[config.mk]
export PLATFORM = sky130hd
export DESIGN_NAME = mario_jump_ctrl
export DESIGN_NICKNAME = d
export VERILOG_FILES = /design/src/rtl/mario_jump_ctrl.sv
export SDC_FILE = /design/constraint.sdc
export NUM_CORES = 1
export LEC_CHECK = 0
export CAP_MARGIN = 20
export CORE_ASPECT_RATIO = 1.1
export CORE_MARGIN = 3
export CORE_UTILIZATION = 62
export CTS_CLUSTER_DIAMETER = 150
export DETAILED_ROUTE_END_ITERATION = 16
export PLACE_DENSITY_LB_ADDON = 0.12
export SLEW_MARGIN = 20
export SYNTH_ARGS = -nofsm -noshare
export SYNTH_HDL_FRONTEND = slang
export SYNTH_SLANG_ARGS = --single-unit
[constraint.sdc]
create_clock -name clk -period 5.7 [get_ports clk]
set_input_delay 1.425 -clock clk [delete_from_list [all_inputs] [get_ports clk]]
set_output_delay 1.425 -clock clk [all_outputs]
set_load 0.02 [all_outputs]
[src/rtl/mario_jump_ctrl.sv]
// Vertical motion controller for Mario: jump/rise/fall physics stepped once per video frame.
// Position, speed and state are registered and update one clk after frame_tick.
module mario_jump_ctrl #(
  parameter int Y_INIT  = 407,
  parameter int Y_FLOOR = 407,
  parameter int Y_CEIL  = 0,
  parameter int JUMP_V0 = 12,
  parameter int GRAVITY = 1,
  parameter int V_MAX   = 8
) (
  input  logic       clk,
  input  logic       rst,
  input  logic       frame_tick,
  input  logic       btn_jump,
  input  logic       ground,
  input  logic       head_hit,
  output logic [9:0] mario_y,
  output logic [3:0] vy,
  output logic [1:0] state,
  output logic       airborne
);

  typedef enum logic [1:0] {
    ST_GROUND = 2'd0,
    ST_RISE   = 2'd1,
    ST_FALL   = 2'd2
  } state_t;

  localparam logic [9:0]  Y_INIT_W   = 10'(Y_INIT);
  localparam logic [9:0]  Y_FLOOR_Y  = 10'(Y_FLOOR);
  localparam logic [10:0] Y_FLOOR_W  = 11'(Y_FLOOR);
  localparam logic [9:0]  Y_CEIL_Y   = 10'(Y_CEIL);
  localparam logic [10:0] Y_CEIL_W   = 11'(Y_CEIL);
  localparam logic [3:0]  JUMP_V0_W  = 4'(JUMP_V0);
  localparam logic [3:0]  GRAVITY_4  = 4'(GRAVITY);
  localparam logic [4:0]  GRAVITY_5  = 5'(GRAVITY);
  localparam logic [3:0]  V_MAX_4    = 4'(V_MAX);
  localparam logic [4:0]  V_MAX_5    = 5'(V_MAX);

  state_t     state_reg, state_next;
  logic [9:0] mario_y_reg, mario_y_next;
  logic [3:0] vy_reg, vy_next;
  logic       airborne_reg, airborne_next;
  logic       jump_pend_reg, jump_pend_next;
  logic       btn_prev_reg;

  logic        press;
  logic [10:0] rise_diff;
  logic        rise_clamp;
  logic [9:0]  rise_y;
  logic [3:0]  rise_vy;
  logic [4:0]  fall_vy_sum;
  logic [3:0]  fall_vy;
  logic [10:0] fall_sum;
  logic        fall_land;

  assign press = btn_jump & ~btn_prev_reg;

  // Rising step: 11-bit difference so a step past the top shows up in bit 10 instead of wrapping.
  assign rise_diff  = {1'b0, mario_y_reg} - {7'd0, vy_reg};
  assign rise_clamp = rise_diff[10] || (rise_diff < Y_CEIL_W);
  assign rise_y     = rise_clamp ? Y_CEIL_Y : rise_diff[9:0];
  assign rise_vy    = (vy_reg >= GRAVITY_4) ? (vy_reg - GRAVITY_4) : 4'd0;

  // Falling step: accelerate first, then move by the new speed.
  assign fall_vy_sum = {1'b0, vy_reg} + GRAVITY_5;
  assign fall_vy     = (fall_vy_sum > V_MAX_5) ? V_MAX_4 : fall_vy_sum[3:0];
  assign fall_sum    = {1'b0, mario_y_reg} + {7'd0, fall_vy};
  assign fall_land   = (fall_sum >= Y_FLOOR_W);

  always_comb begin
    state_next     = state_reg;
    mario_y_next   = mario_y_reg;
    vy_next        = vy_reg;
    jump_pend_next = jump_pend_reg;

    if (press) begin
      jump_pend_next = 1'b1;
    end

    if (frame_tick) begin
      // Every tick drops the pending press, used or not, so presses never carry across frames.
      jump_pend_next = 1'b0;
      case (state_reg)
        ST_GROUND: begin
          if (!ground) begin
            state_next = ST_FALL;
            vy_next    = 4'd0;
          end else if (jump_pend_reg || press) begin
            state_next = ST_RISE;
            vy_next    = JUMP_V0_W;
          end
        end
        ST_RISE: begin
          if (head_hit) begin
            state_next = ST_FALL;
            vy_next    = 4'd0;
          end else begin
            mario_y_next = rise_y;
            if ((rise_vy == 4'd0) || rise_clamp) begin
              state_next = ST_FALL;
              vy_next    = 4'd0;
            end else begin
              vy_next = rise_vy;
            end
          end
        end
        ST_FALL: begin
          if (ground) begin
            state_next = ST_GROUND;
            vy_next    = 4'd0;
          end else if (fall_land) begin
            state_next   = ST_GROUND;
            vy_next      = 4'd0;
            mario_y_next = Y_FLOOR_Y;
          end else begin
            vy_next      = fall_vy;
            mario_y_next = fall_sum[9:0];
          end
        end
        default: begin
          state_next = ST_FALL;
          vy_next    = 4'd0;
        end
      endcase
    end

    airborne_next = (state_next != ST_GROUND);
  end

  always_ff @(posedge clk) begin
    if (rst) begin
      state_reg     <= ST_GROUND;
      mario_y_reg   <= Y_INIT_W;
      vy_reg        <= 4'd0;
      airborne_reg  <= 1'b0;
      jump_pend_reg <= 1'b0;
      btn_prev_reg  <= 1'b0;
    end else begin
      state_reg     <= state_next;
      mario_y_reg   <= mario_y_next;
      vy_reg        <= vy_next;
      airborne_reg  <= airborne_next;
      jump_pend_reg <= jump_pend_next;
      btn_prev_reg  <= btn_jump;
    end
  end

  assign mario_y  = mario_y_reg;
  assign vy       = vy_reg;
  assign state    = state_reg;
  assign airborne = airborne_reg;

endmodule

==> impl_metrics.py <==
metrics = {
    "clock_network": {
        "cts_tree": "done",
        "clockBufferDepth": 2,
        "cts.clk_slew.worst_paths_ps": 120,
        "cts_setup_buffers": 0,
        "cts-resized-gates": 0,
        "cts_buffers": 3,
        "clock_latency_ps": 310,
        "cts_max_level": 1,
        "cts-root-buf": "clkbuf_4",
        "cts_hold_buf": 0,
        "cts_sinks": 19,
    },
    "logic_synthesis": {
        "synth.mux.area_fraction_pct": 1.46,
        "synth-xor-area-share_pct": 2.45,
        "yosys.area_share.adder_pct": 9.28,
        "async_reset_ff_share_pct": 0,
        "synth_fp_nets": 294,
        "ys.flop_type": "dfxtp_1",
        "yosys.area.top_type": "dfxtp_1",
        "synth_edf_count": 0,
        "synth_simple_gate_area_share_pct": 24.6,
        "synth_top_family_by_area": "compound AO/OA/AOI/OAI gates",
        "syn-instance-count": 275,
        "synth-seq-area-share_pct": 17.7,
        "synth_top_area_share_pct": 17.7,
        "synthTopCellsByArea": "dfxtp_1, ha_1, a21oi_1, o21ai_0, nor2_1",
        "synth-seq-cells": 19,
        "synth_cell_types": 72,
        "synth-compound-area-share_pct": 38.0,
        "avgSynthCellArea_um2": 7.80,
        "synth.cell_area_um2": 2140,
        "yosysWarnings": 0,
    },
    "finish": {
        "final_common_cell": "a21oi_1",
        "nets": 305,
        "drive_gt1_share_pct": 10.5,
        "largest_register_ffs": 10,
        "n_fill_cell": 246,
        "layout_common_cells": "a21oi_1, nor2_1, o21ai_0, clkdlybuf4s50_1, dfxtp_1",
        "syn_to_final_growth_pct": 10.2,
        "n_antenna_cell": 0,
    },
    "timing": {
        "period_minus_slack_ps": 4260,
        "setup_tns_ps": 0,
        "fmax_ghz": 0.235,
        "period_share_pct": 74.8,
        "finalHoldViolations": 0,
        "slew_headroom_pct": 35.8,
        "skew_ps": 3.88,
        "setup_viol": 0,
        "grt_setup_unrepaired": "false",
        "tightest_slew_ps": 959,
        "whs_ps": 544,
        "drv_slew": 0,
    },
    "route": {
        "avgViaCountPerCell": 6.75,
        "num_vias": 2233,
        "drt_iter0_markers": 270,
        "drcViolationCount": 0,
        "wl_per_cell_um": 17.3,
        "drtAntennaViolNets": 0,
        "dr.pass1.iters": 5,
        "drt-total-wl_um": 5730,
    },
    "grt": {
        "grt_pass1_wl_um": 9290,
        "grt_pass1_vias": 2002,
        "grt_usage_pct": 29.1,
        "antenna_found_initial": 0,
        "grt_max_degree": 20,
        "overflow": 0,
    },
    "floorplanning": {
        "start_util_pct": 67.5,
        "row_count": 21,
        "core_area_um2": 3180,
        "die_w_um": 62.1,
        "die_area_um2": 4200,
        "pin_count": 23,
        "die-height_um": 67.7,
    },
    "pwr": {
        "switchingPower_mw": 0.174,
        "internal_power_mw": 0.247,
        "power_frac_clock_pct": 17.9,
        "power_frac_comb_pct": 45.9,
        "p_per_area_nw_per_um2": 178,
        "sequentialPowerShare_pct": 36.2,
        "ir_worst_vdd_mv": 0.146,
        "p_leak_nw": 0.859,
        "p_sw_share_pct": 41.3,
    },
    "worst_setup_path": {
        "crit_arrival_ps": 4510,
        "max_stage_delay_ps": 740,
        "start_kind": "register",
        "crit_chain": "ha_1 > nand2b_1 > a21oi_1 > o31a_1 > fa_1 > nor2_1 > o31ai_4 > or3_2 > a311o_2 > a2bb2oi_4 > or2_1 > a32oi_2",
        "crit_type": "register to register",
        "critical_path.slowest_cell": "dfxtp_1",
        "critPathLaunch": "vy[0]",
        "cp_max_fo": 19,
        "rr_startpoint": "vy[0]",
        "critical_path_required_ps": 5950,
        "end_kind": "register",
    },
    "worst_hold_path": {
        "min_path_type": "register to register",
        "hold_start": "jump_pend_reg",
    },
    "placed_design": {
        "globalplace.congestion": 0.943,
        "port_buffers": 22,
        "hpwl_um": 4240,
    },
    "job": {
        "max_cap_viol_count": 0,
    },
    "status": {
        "status": "finished clean",
    },
}
==> synth_stat cells, types with 2 or more instances <==
master,instances
a21o_1,4
a21oi_1,25
a311oi_1,2
a31oi_1,9
and3_1,3
buf_2,2
buf_4,3
buf_6,2
clkbuf_1,9
dfxtp_1,19
fa_1,2
ha_1,11
inv_1,13
mux2i_1,2
nand2_1,15
nand2b_1,7
nand3_1,6
nand3b_1,3
nand4_1,4
nor2_1,22
nor2b_1,5
nor3_1,9
nor3b_1,2
nor4_1,4
o211a_1,2
o211ai_1,8
o21a_1,2
o21ai_0,22
o21ai_2,2
o221a_2,2
o22ai_1,2
o31a_1,2
o31ai_1,4
o31ai_4,2
or2_1,2
or3_1,2
xnor2_1,5
==> critical path: cells and delay by family, from the launching register on <==
kind            cells  cell delay (ps)
compound gates      6             1310
fa+ha+maj           2              900
simple gates        4             1250
flops               1              740
==> worst paths after layout <==
kind / endpoint / slack [ps] / depth (start not counted)
setup reg to reg: mario_y[0] / 1440 / 12
setup / recovery: mario_y[0] / 1440 / 12
hold reg to reg: jump_pend_reg / 540 / 2
hold / removal: jump_pend_reg / 540 / 2
==> routing by layer <==
metal	part of all wire, %	track usage, %	vias up
met3	6.2	5.16	19
met2	48	46.5	100
met5	0	0	-
met4	2.0	8.75	0
li1	-	-	1071
met1	44	39.2	1043
==> power by group through the flow <==
stage	registers, mW	logic [mW]	clock network, mW
finish	0.152	0.193	0.0752
global route	0.154	0.211	0.0782
CTS	0.152	0.191	0.0740
detailed placement	0.155	0.189	0
global placement	0.155	0.186	0
floorplan	0.154	0.147	0
==> per-stage QoR <==
step,setup WS (ps),utilization (%),instance area (um2),instances,power (mW)
after global routing,1150,74.3,2360,331,0.443
after global placement,1620,73.4,2330,327,0.341
after CTS,1460,74.3,2360,331,0.417
after detailed placement,1470,73.4,2330,327,0.344
after floorplan,1900,-,2140,275,0.301
final,1440,74.3,2360,331,0.421
==> cells by family after synthesis <==
family                   count (synthesis)
multiplexers                             3
buffers and inverters                   29
adder cells (fa/ha/maj)                 15
AND/OR/NAND/NOR                         96
AO/OA/AOI/OAI                          107
flip-flops                              19
XOR/XNOR                                 6
==> cell type report <==
class | instances | area, um2 | area share, %
clock buffers | 3 | 22.5 | 0.953
flip-flops and latches | 19 | 380 | 16.1
inverters | 13 | 48.8 | 2.06
clock inverters | 1 | 7.51 | 0.318
well taps | 46 | 57.6 | 2.44
repair buffers | 22 | 220 | 9.32
multi-input cells | 227 | 1630 | 68.8
Note: power is estimated with default switching activity, not from simulation.
